$ cat config.mk
export PLATFORM = sky130hd
export DESIGN_NAME = mem_port_arbiter
export DESIGN_NICKNAME = d
export VERILOG_FILES = /design/src/rtl/mem_arb_pkg.sv /design/src/rtl/mem_arb_wdog.sv /design/src/rtl/mem_port_arbiter.sv
export SDC_FILE = /design/constraint.sdc
export NUM_CORES = 1
export LEC_CHECK = 0
export CAP_MARGIN = 40
export CORE_ASPECT_RATIO = 1.75
export CORE_UTILIZATION = 30
export CTS_CLUSTER_DIAMETER = 100
export DETAILED_ROUTE_END_ITERATION = 16
export GPL_ROUTABILITY_DRIVEN = 0
export PLACE_DENSITY = 0.71
export SLEW_MARGIN = 15
export SYNTH_ARGS = -nofsm -noshare
export SYNTH_HDL_FRONTEND = slang
export SYNTH_SLANG_ARGS = --single-unit
$ cat constraint.sdc
create_clock -name clk -period 2.5 [get_ports clk]
set_input_delay 0.25 -clock clk [delete_from_list [all_inputs] [get_ports clk]]
set_output_delay 0.25 -clock clk [all_outputs]
set_load 0.1 [all_outputs]
$ cat src/rtl/mem_arb_pkg.sv
// mem_arb_pkg: shared state/owner types and default sizes for mem_port_arbiter
package mem_arb_pkg;
    typedef enum logic [1:0] {IDLE, ISSUE, WAIT_RESP} arb_state_e;
    typedef enum logic {OWN_IF, OWN_LS} owner_e;
    localparam int ADDR_W_DEF  = 32;
    localparam int DATA_W_DEF  = 32;
    localparam int TIMEOUT_DEF = 64;
    function automatic owner_e other(input owner_e o);
        return o == OWN_IF ? OWN_LS : OWN_IF;
    endfunction
endpackage

$ cat src/rtl/mem_arb_wdog.sv
// mem_arb_wdog: response watchdog, expire on the TIMEOUT_CYC-th enabled cycle; 0 disables it
module mem_arb_wdog #(
    parameter int TIMEOUT_CYC = 64
) (
    input  logic clk,
    input  logic rst,
    input  logic clr,
    input  logic en,
    output logic expire
);
    if (TIMEOUT_CYC == 0) begin : g_off
        assign expire = 1'b0;
    end else begin : g_on
        localparam int CW = TIMEOUT_CYC > 1 ? $clog2(TIMEOUT_CYC) : 1;
        logic [CW-1:0] cnt;
        always_ff @(posedge clk or posedge rst)
            if (rst) cnt <= '0;
            else if (clr) cnt <= '0;
            else if (en) cnt <= cnt + 1'b1;
        assign expire = en && cnt == CW'(TIMEOUT_CYC - 1);
    end
endmodule

$ cat src/rtl/mem_port_arbiter.sv
// mem_port_arbiter: shares one memory port between fetch and load/store, one transaction in flight
// ARB_ROUND_ROBIN_EN selects alternating grants on contention; default is LS-over-IF priority
module mem_port_arbiter
    import mem_arb_pkg::*;
#(
    parameter int ADDR_W      = ADDR_W_DEF,
    parameter int DATA_W      = DATA_W_DEF,
    parameter int TIMEOUT_CYC = TIMEOUT_DEF
) (
    input  logic                clk,
    input  logic                rst,
    input  logic                if_req,
    input  logic [ADDR_W-1:0]   if_addr,
    output logic                if_rvalid,
    output logic [DATA_W-1:0]   if_rdata,
    input  logic                ls_req,
    input  logic                ls_we,
    input  logic [ADDR_W-1:0]   ls_addr,
    input  logic [DATA_W-1:0]   ls_wdata,
    input  logic [DATA_W/8-1:0] ls_be,
    output logic                ls_rvalid,
    output logic [DATA_W-1:0]   ls_rdata,
    output logic                bus_err,
    output logic                mem_req,
    output logic                mem_we,
    output logic [ADDR_W-1:0]   mem_addr,
    output logic [DATA_W-1:0]   mem_wdata,
    output logic [DATA_W/8-1:0] mem_be,
    input  logic                mem_gnt,
    input  logic                mem_rvalid,
    input  logic [DATA_W-1:0]   mem_rdata
);
    arb_state_e state;
    owner_e     owner, last_served, winner;
    logic       expire, in_wait, done;

    assign in_wait = state == WAIT_RESP;
    // winner is only latched when someone requests; last_served is a don't-care fill
`ifdef ARB_ROUND_ROBIN_EN
    assign winner = if_req && ls_req ? other(last_served) : ls_req ? OWN_LS : if_req ? OWN_IF : last_served;
`else
    assign winner = ls_req ? OWN_LS : if_req ? OWN_IF : last_served;
`endif

    always_ff @(posedge clk or posedge rst) begin
        if (rst) begin
            state       <= IDLE;
            owner       <= OWN_IF;
            last_served <= OWN_LS;
            mem_req     <= 1'b0;
            mem_we      <= 1'b0;
            mem_addr    <= '0;
            mem_wdata   <= '0;
            mem_be      <= '0;
        end else begin
            case (state)
                IDLE: if (if_req || ls_req) begin
                    state       <= ISSUE;
                    owner       <= winner;
                    last_served <= winner;
                    mem_req     <= 1'b1;
                    mem_we      <= winner == OWN_LS && ls_we;
                    mem_addr    <= winner == OWN_LS ? ls_addr : if_addr;
                    mem_wdata   <= winner == OWN_LS ? ls_wdata : '0;
                    mem_be      <= winner == OWN_LS ? ls_be : '1;
                end
                ISSUE: if (mem_gnt) begin
                    state   <= WAIT_RESP;
                    mem_req <= 1'b0;
                end
                WAIT_RESP: if (mem_rvalid || expire) state <= IDLE;
                default: state <= IDLE;
            endcase
        end
    end

    mem_arb_wdog #(.TIMEOUT_CYC(TIMEOUT_CYC)) u_wdog (
        .clk    (clk),
        .rst    (rst),
        .clr    (state == ISSUE && mem_gnt),
        .en     (in_wait),
        .expire (expire)
    );

    // a real response arriving on the expiry cycle takes precedence over the bus error
    assign done      = in_wait && (mem_rvalid || expire);
    assign if_rvalid = done && owner == OWN_IF;
    assign ls_rvalid = done && owner == OWN_LS;
    assign bus_err   = in_wait && expire && !mem_rvalid;
    assign if_rdata  = if_rvalid && mem_rvalid ? mem_rdata : '0;
    assign ls_rdata  = ls_rvalid && mem_rvalid ? mem_rdata : '0;
endmodule

==> results.md, run 1 <==
Synth:
- In the post-synthesis netlist, the biggest area contributors are sky130_fd_sc_hd__dfrtp_1, sky130_fd_sc_hd__and2_1, sky130_fd_sc_hd__a22o_1.
- Among all flip-flop cells after synthesis, the most frequent one is sky130_fd_sc_hd__dfrtp_1.
- For this run, asynchronously set or reset flops after synthesis account for 100%.
- The synthesized design contains 79 register bits.
- After synthesis the cells add up to 3810 um^2.
- The number of flops mapped to enable cells by yosys is 0.
- The share of the synthesized area in the top cell type is 51.9%.
- The Yosys step of the flow raised 0 warnings.
- The largest total area in the synthesized netlist belongs to sky130_fd_sc_hd__dfrtp_1.
- Summing the sequential cell areas from Yosys gives 51.9% of the chip area.
- In the synthesized netlist, the number of instances is 358.
- The number of nets handed over by synthesis was 498.
- The average instance in the mapped netlist occupies 10.6 um^2.
- The post-synthesis cell type count is 37.

Setup path:
- Measured in cells, the most critical reg-to-reg path has a length of 4.
- The critical path's largest stage delay is 480 ps.
- The register-to-register setup slack is 760 ps.
- The maximum net fanout on the critical path is 32.
- The cell family contributing the most delay on the critical path is simple AND/OR/NAND/NOR gates.
- For the worst setup path, the data arrival time is 1960 ps.
- The worst setup path is launched from a flip-flop.
- The capture instance of the worst register-to-register path is mem_addr[13].
- The worst setup path category is reg -> out.
- The critical path launch point is state[0].
- The highest-delay cell along the critical path is sky130_fd_sc_hd__dfrtp_1.
- Walking the worst path, the cells encountered are nor2b_1 -> and3_1 -> buf_4 -> and2_1 -> buf_12.
- The kind of end point of the critical path is an output port.
- In this run the critical register-to-register path is launched from state[0].
- The buffers plus inverters on the worst setup path is 2.
- The required time of the critical path is 2250 ps.

Global routing:
- The total track usage is 21.9%.
- The number of antenna violations at the first check in global routing was 4.
- The first global-routing pass estimated 21.6 mm of wire.
- The via count of the first global-routing pass is 4045.
- The maximum number of pins on one net before global-route repair is 51.
- The aggregate global routing overflow is 0.

STA:
- For the pin with the worst max-slew slack, the measured transition is 581 ps.
- The final number of hold-violating endpoints is 0.
- The post-layout worst setup margin is 293 ps.
- The final critical-path required period is 2210 ps.
- Setup violations remaining at the end of the flow were counted as 0.
- The tightest hold path in the finished design has a slack of 280 ps.
- After layout, the worst path uses 88.3% of the clock period.
- The final max-slew violation count is 0.
- Between clock sinks in the finished design, the worst skew comes to 8.65 ps.
- Setup repair after global routing left no endpoint under its margin.
- The highest achievable clock rate is 0.453 GHz.
- The headroom to the max-slew limit is 61.2%.

Route:
- The via-per-instance ratio is 5.04.
- The number of DRC violations after detailed routing is 0.
- The first TritonRoute pass finished after 4 iterations.
- For this block, the routed nets add up to 14.4 mm of wire.
- In this run, the number of DRC markers left after iteration 0 of detailed routing was 259.
- The number of antenna-violating nets in the routed design is 0.
- Detailed routing inserted a total of 4030 vias.
- The final routed wire length divided by cell count is 18.0 um.

Die:
- The effective utilization at floorplan is 30.7%.
- The die height is 151 um.
- The overall die area is 13200 um^2.
- The die boundary width is 87.2 um.
- The site row count is 54.
- The placeable core region is 12400 um^2.
- The total I/O pin count is 276.

Pwr:
- In this run the power density over the cells is 1450 nW/um^2.
- The reported leakage power is 0.00325 uW.
- The worst-case vdd ir drop is 1160 uV.

Place:
- The setup slack at placement is 550 ps.
- The port buffer count is 275.
- Summed over all nets, the half-perimeter wirelength after detailed placement is 11.4 mm.

Clock network:
- The cell at the root of the clock tree is sky130_fd_sc_hd__clkbuf_16.
- The clock tree from TritonCTS is yes.
- The number of setup buffers added after CTS is 0.
- The clock sink total is 79.
- No sink is reached through more buffers than the 2 on the longest clock path.
- Clock-pin slew was measured on the worst setup and hold paths at 70 ps.
- At the later pin of the worst-skew pair, clock insertion delay measures 330 ps.
- The H-tree was split into 3 levels.
- The hold-fix buffer count after cts is 0.
- After clock tree synthesis, the repair step resized 0 gates.
- Clock tree synthesis inserted a total of 9 buffers.

Job:
- The number of max-cap violations is 0.

Min path:
- The type of the tightest min-delay check is in -> async.

Outcome:
- The run finished with clean final reports.

Final layout:
- The number of nets at the end of the flow is 763.
- The area growth from synthesis to layout is 99.3%.
- Of the cells placed in the final design, the portion with a size suffix greater than 1 is 27.7%.
- At the end of the flow the core is filled with cells to 61.1%.
## synth_stat cells, types with 2 or more instances
cell	n
sky130_fd_sc_hd__clkbuf_2	3
sky130_fd_sc_hd__o21ai_1	3
sky130_fd_sc_hd__a22oi_1	32
sky130_fd_sc_hd__nand2_1	9
sky130_fd_sc_hd__o21ai_0	18
sky130_fd_sc_hd__o22a_1	4
sky130_fd_sc_hd__nand3_1	6
sky130_fd_sc_hd__and2_1	64
sky130_fd_sc_hd__a22o_1	33
sky130_fd_sc_hd__nand2b_1	2
sky130_fd_sc_hd__a31oi_1	16
sky130_fd_sc_hd__a21oi_1	2
sky130_fd_sc_hd__nor2_1	4
sky130_fd_sc_hd__nor2b_1	18
sky130_fd_sc_hd__dfrtp_1	79
sky130_fd_sc_hd__clkbuf_1	8
sky130_fd_sc_hd__nor3b_2	2
sky130_fd_sc_hd__o2bb2ai_1	16
sky130_fd_sc_hd__buf_2	21
## sequential cells by signal, indices dropped and copies added, names as in the netlist
| name | count |
|---|---|
| mem_we | 1 |
| mem_be | 4 |
| u_wdog.g_on.cnt | 6 |
| mem_addr | 32 |
| owner | 1 |
| mem_req | 1 |
| state | 2 |
| mem_wdata | 32 |
## cells by family after synthesis
family / synth area share (%)
buf+inv: 4.14
xor+xnor: 0.230
simple gates: 17.8
flops: 51.9
fa+ha+maj: 0.328
compound gates: 25.6
## where the power goes
group	switching, uW	internal (uW)	leakage [uW]
Clock	556	899	0.000165
Sequential	414	1850	0.000983
Combinational	5510	1820	0.00210
Total	6480	4570	0.00325
## stage by stage
step / TNS [ps] / power, uW / cell area (um^2) / std cells
CTS: 0 / 11100 / 7590 / 796
detailed placement: 0 / 9620 / 7260 / 780
global placement: 0 / 9530 / 7260 / 780
global route: 0 / 11400 / 7590 / 796
floorplan: -432 / 7680 / 3820 / 358
finish: 0 / 11000 / 7600 / 799
## how the worst max path moves through the flow
stage	end	cells past startpoint
3_3_place_gp	if_rdata[12]	5
2_1_floorplan	bus_err	4
4_1_cts	ls_rdata[3]	5
6_report	ls_rdata[3]	5
5_1_grt	ls_rdata[3]	5
3_5_place_dp	mem_be[0]	5
## worst register-to-register path, cell delays in order, from the launching register on
cell and delay (ps):
sky130_fd_sc_hd__dfrtp_1 510, sky130_fd_sc_hd__or2_1 510, sky130_fd_sc_hd__buf_4 390, sky130_fd_sc_hd__a22oi_1 130, sky130_fd_sc_hd__o21ai_0 110
## layer usage
layer	part of all wire [%]	global-route usage [%]	up-vias	routed length, um
met5	0.16	0	-	23
met4	2.7	8.85	4	389
met3	11	8.56	30	1580
met2	52	38.6	244	7460
met1	34	23.1	1912	4950
li1	-	-	1840	-
## cell type report
cell class,count,area [um^2]
clock buffers,9,225
flip-flops and latches,79,1980
well taps,168,210
multi-input cells,245,1710
repair buffers,287,3360
inverters,1,5.00
diodes,3,7.51
clock inverters,7,109
fillers,1019,4830
## cell usage in the layout, fill, tap and decap left out, types with 2 or more instances in the layout
cell type	Yosys	layout
sky130_fd_sc_hd__clkdlybuf4s50_1	0	137
sky130_fd_sc_hd__nand2b_1	2	2
sky130_fd_sc_hd__diode_2	0	3
sky130_fd_sc_hd__o21ai_1	3	2
sky130_fd_sc_hd__nor2b_1	18	18
sky130_fd_sc_hd__nor2_1	4	4
sky130_fd_sc_hd__inv_6	0	3
sky130_fd_sc_hd__a22oi_1	32	32
sky130_fd_sc_hd__a21oi_1	2	2
sky130_fd_sc_hd__o21ai_0	18	18
sky130_fd_sc_hd__buf_4	0	80
sky130_fd_sc_hd__nand2_1	9	9
sky130_fd_sc_hd__o2bb2ai_1	16	16
sky130_fd_sc_hd__dfrtp_1	79	79
sky130_fd_sc_hd__a22o_1	33	33
sky130_fd_sc_hd__nand3_1	6	6
sky130_fd_sc_hd__o22a_1	4	4
sky130_fd_sc_hd__buf_12	0	69
sky130_fd_sc_hd__clkbuf_16	0	9
sky130_fd_sc_hd__and2_1	64	64
sky130_fd_sc_hd__bufinv_16	0	2
sky130_fd_sc_hd__a31oi_1	16	16
sky130_fd_sc_hd__inv_8	0	2
(Power assumes the default switching activity.)
==> run 2: changes to the inputs <==
Settings changed: CTS_CLUSTER_DIAMETER 100 to not set.
==> results of run 2 <==
No change in the layout: final DEF, timing and power equal those of run 1.
==> run 3: changes to the inputs <==
Settings changed: GPL_TIMING_DRIVEN set to 0, HOLD_SLACK_MARGIN set to 0.06.
==> results.md, run 3 (synthesis results as in run 1) <==
Setup path:
- The required time of the critical path came to 2250 ps (about the same).
- The kind of end point of the critical path is an output port (unchanged).
- The data arrival time at the worst-slack endpoint is 2180 ps (was 1960 ps).
- The worst setup path category is reg -> out (unchanged).
- The critical path's largest stage delay is 520 ps (was 480 ps).
- The cell type group with the largest total delay on the critical path is buffers and inverters (was simple AND/OR/NAND/NOR gates).
- The startpoint class of the critical path is a flip-flop (unchanged).
- The highest-delay cell along the critical path is sky130_fd_sc_hd__clkdlybuf4s50_1 (was sky130_fd_sc_hd__dfrtp_1).
- The buffers plus inverters on the worst setup path came to 3 (was 2).
- The maximum net fanout on the critical path was 6 (was 32).
- Cell-by-cell trace of the critical path: nand2b_4 -> nor3b_4 -> buf_6 -> and2_1 -> clkdlybuf4s50_1 -> buf_12 (was nor2b_1 -> and3_1 -> buf_4 -> and2_1 -> buf_12).

STA:
- The final hold slack is 272 ps (was 280 ps).
- The post-layout worst setup margin was 73.6 ps (was 293 ps).
- The final number of hold-violating endpoints is 0 (unchanged).
- The setup clock skew after layout is 7.49 ps (was 8.65 ps).
- The total of endpoints with negative setup slack in the final report is 0 (unchanged).
- The final critical-path required period is 2430 ps (was 2210 ps).
- The final max-slew violation count is 0 (unchanged).
- The headroom to the max-slew limit is 61.0% (was 61.2%).
- RSZ-0062 raised after global routing: false (unchanged).
- The slew at the pin with the worst max-slew slack came to 582 ps (was 581 ps).
- The share of the clock period used by the worst path is 97.1% (was 88.3%).
- The setup TNS after final layout was 0 ps (unchanged).
- The highest achievable clock rate was 0.412 GHz (was 0.453 GHz).

Clock network:
- The latest clock arrival within the worst-skew pair is 340 ps (was 330 ps).
- The hold-fix buffer count after cts came to 0 (unchanged).
- The register clock-pin slew on the reported worst setup and hold paths is 60 ps (was 70 ps).
- The buffer depth of the longest clock path came to 2 (unchanged).
- The clock buffer count from CTS is 9 (unchanged).
- The clock tree from TritonCTS is yes (unchanged).
- The clock sink total came to 79 (unchanged).
- The cell at the root of the clock tree was sky130_fd_sc_hd__clkbuf_16 (unchanged).
- The maximum level of the CTS H-tree is 3 (unchanged).

Global routing:
- The met2 layer usage reported by global route was 52.7% (was 38.6%).
- The most congested layer reported by global routing is met2 (unchanged).
- The total track usage is 28.6% (was 21.9%).
- The number of antenna violations at the first check in global routing came to 3 (was 4).
- The aggregate global routing overflow is 0 (unchanged).
- The maximum number of pins on one net before global-route repair came to 52 (was 51).
- The via count of the first global-routing pass is 5122 (was 4045).
- The met3 track utilization from global routing was 8.72% (was 8.56%).
- The global routing met1 resource utilization is 28.3% (was 23.1%).
- The first-pass GRT wire length came to 27.8 mm (was 21.6 mm).

Final layout:
- The number of nets at the end of the flow was 867 (was 763).
- Top flop regs: mem_addr (32), mem_wdata (32), u_wdog.g_on.cnt (6) (unchanged).
- The fraction of the core area covered by cells at the end of the flow is 74.9% (was 61.1%).
- Highest-count cells in the layout ignoring fill and taps: sky130_fd_sc_hd__clkdlybuf4s50_1, sky130_fd_sc_hd__dfrtp_1, sky130_fd_sc_hd__and2_1 (was sky130_fd_sc_hd__clkdlybuf4s50_1, sky130_fd_sc_hd__buf_4, sky130_fd_sc_hd__dfrtp_1).
- The layout filler cell count is 799 (was 1019).
- The most frequent standard cell in the layout excluding fill and tap cells was sky130_fd_sc_hd__clkdlybuf4s50_1 (unchanged).
- The final instance area came to 9310 um^2 (was 7600 um^2).
- The fraction of layout instances using a drive strength above 1 is 27.0% (was 27.7%).
- The area added between synthesis and finish is 144% (was 99.3%).

Die:
- The die boundary width is 87.2 um (unchanged).
- The placeable core region is 12400 um^2 (unchanged).
- The effective utilization at floorplan is 30.7% (unchanged).
- The overall die area is 13200 um^2 (unchanged).
- The die height was 151 um (unchanged).
- The total I/O pin count is 276 (unchanged).
- The site row count was 54 (unchanged).

Job:
- The number of max-cap violations came to 0 (unchanged).

Min path:
- The type of the tightest min-delay check is in -> async (unchanged).

Route:
- The number of detailed-route iterations in the first pass is 4 (unchanged).
- The via-per-instance ratio is 5.16 (was 5.04).
- The final routed wire length divided by cell count is 20.6 um (was 18.0 um).
- The number of antenna-violating nets in the routed design is 0 (unchanged).
- The via count of the routed design is 4645 (was 4030).
- The number of DRC violations after detailed routing was 0 (unchanged).
- The number of design-rule violations left by the first detailed-router iteration is 274 (was 259).
- The total wirelength of the detailed-routed design came to 18.5 mm (was 14.4 mm).

Pwr:
- The worst-case vdd ir drop is 1450 uV (was 1160 uV).
- The total power per unit cell area came to 1460 nW/um^2 (was 1450 nW/um^2).
- The reported leakage power is 0.00391 uW (was 0.00325 uW).

Place:
- The port buffer count is 273 (was 275).
- The post-place instance area was 9150 um^2 (was 7260 um^2).
- The setup slack at placement is -139 ps (was 550 ps).
- The total half-perimeter wirelength after legalization and detailed placement was 14.9 mm (was 11.4 mm).

Outcome:
- Status: completed (unchanged).
run 3: power breakdown:
part	total (uW)	internal, uW	switching (uW)
clock network	1420	880	545
logic	9920	3830	6100
registers	2270	1850	417
run 3: layout make-up:
type                    instances  area (um^2)  share of cell area (%)
flip-flops and latches         79         1980                    21.3
well taps                     168          210                    2.26
inverters                       1         6.26                  0.0672
repair buffers                359         4880                    52.5
multi-input cells             245         1720                    18.5
plain buffers                  32          188                    2.02
diodes                          1         2.50                  0.0269
clock inverters                 6         92.6                   0.994
clock buffers                  10          229                    2.46
run 3: through the flow:
stage / total power [uW] / cells
2_1_floorplan: 7680 / 358
3_3_place_gp: 9540 / 799
3_5_place_dp: 12100 / 937
4_1_cts: 13700 / 921
5_1_grt: 14000 / 900
6_report: 13600 / 901
run 3: timing repair:
item	CTS	global route
pin swaps	1	0
setup buffers	4	2
gates resized for setup	81	6
cloned	1	0
endpoints found under the setup margin	67	26
run 3: worst reg2reg max path, delay by kind of cell (launching register included):
| kind | cells | cell delay [ps] |
|---|---|---|
| DFF | 1 | 430 |
| AOI/OAI and AO/OA | 2 | 370 |
| buffers and inverters | 4 | 780 |
| and+or+nand+nor | 1 | 200 |
run 3: final timing paths:
check / startpoint / cells past startpoint / slack (ps) / to
min in group clk: if_req / 4 / 410 / mem_addr[12]
hold / removal: rst / 2 / 270 / mem_wdata[19]
setup reg to reg: state[1] / 7 / 570 / mem_addr[11]
setup / recovery: state[0] / 6 / 70 / if_rdata[31]
hold reg to reg: mem_req / 2 / 480 / mem_req
max in group asynchronous: rst / 3 / 1620 / state[0]
run 3: layer usage:
metal,part of all wire (%),up-vias
met5,0.15,-
met2,53,313
met4,4.4,4
li1,-,2051
met1,33,2213
met3,9.3,64
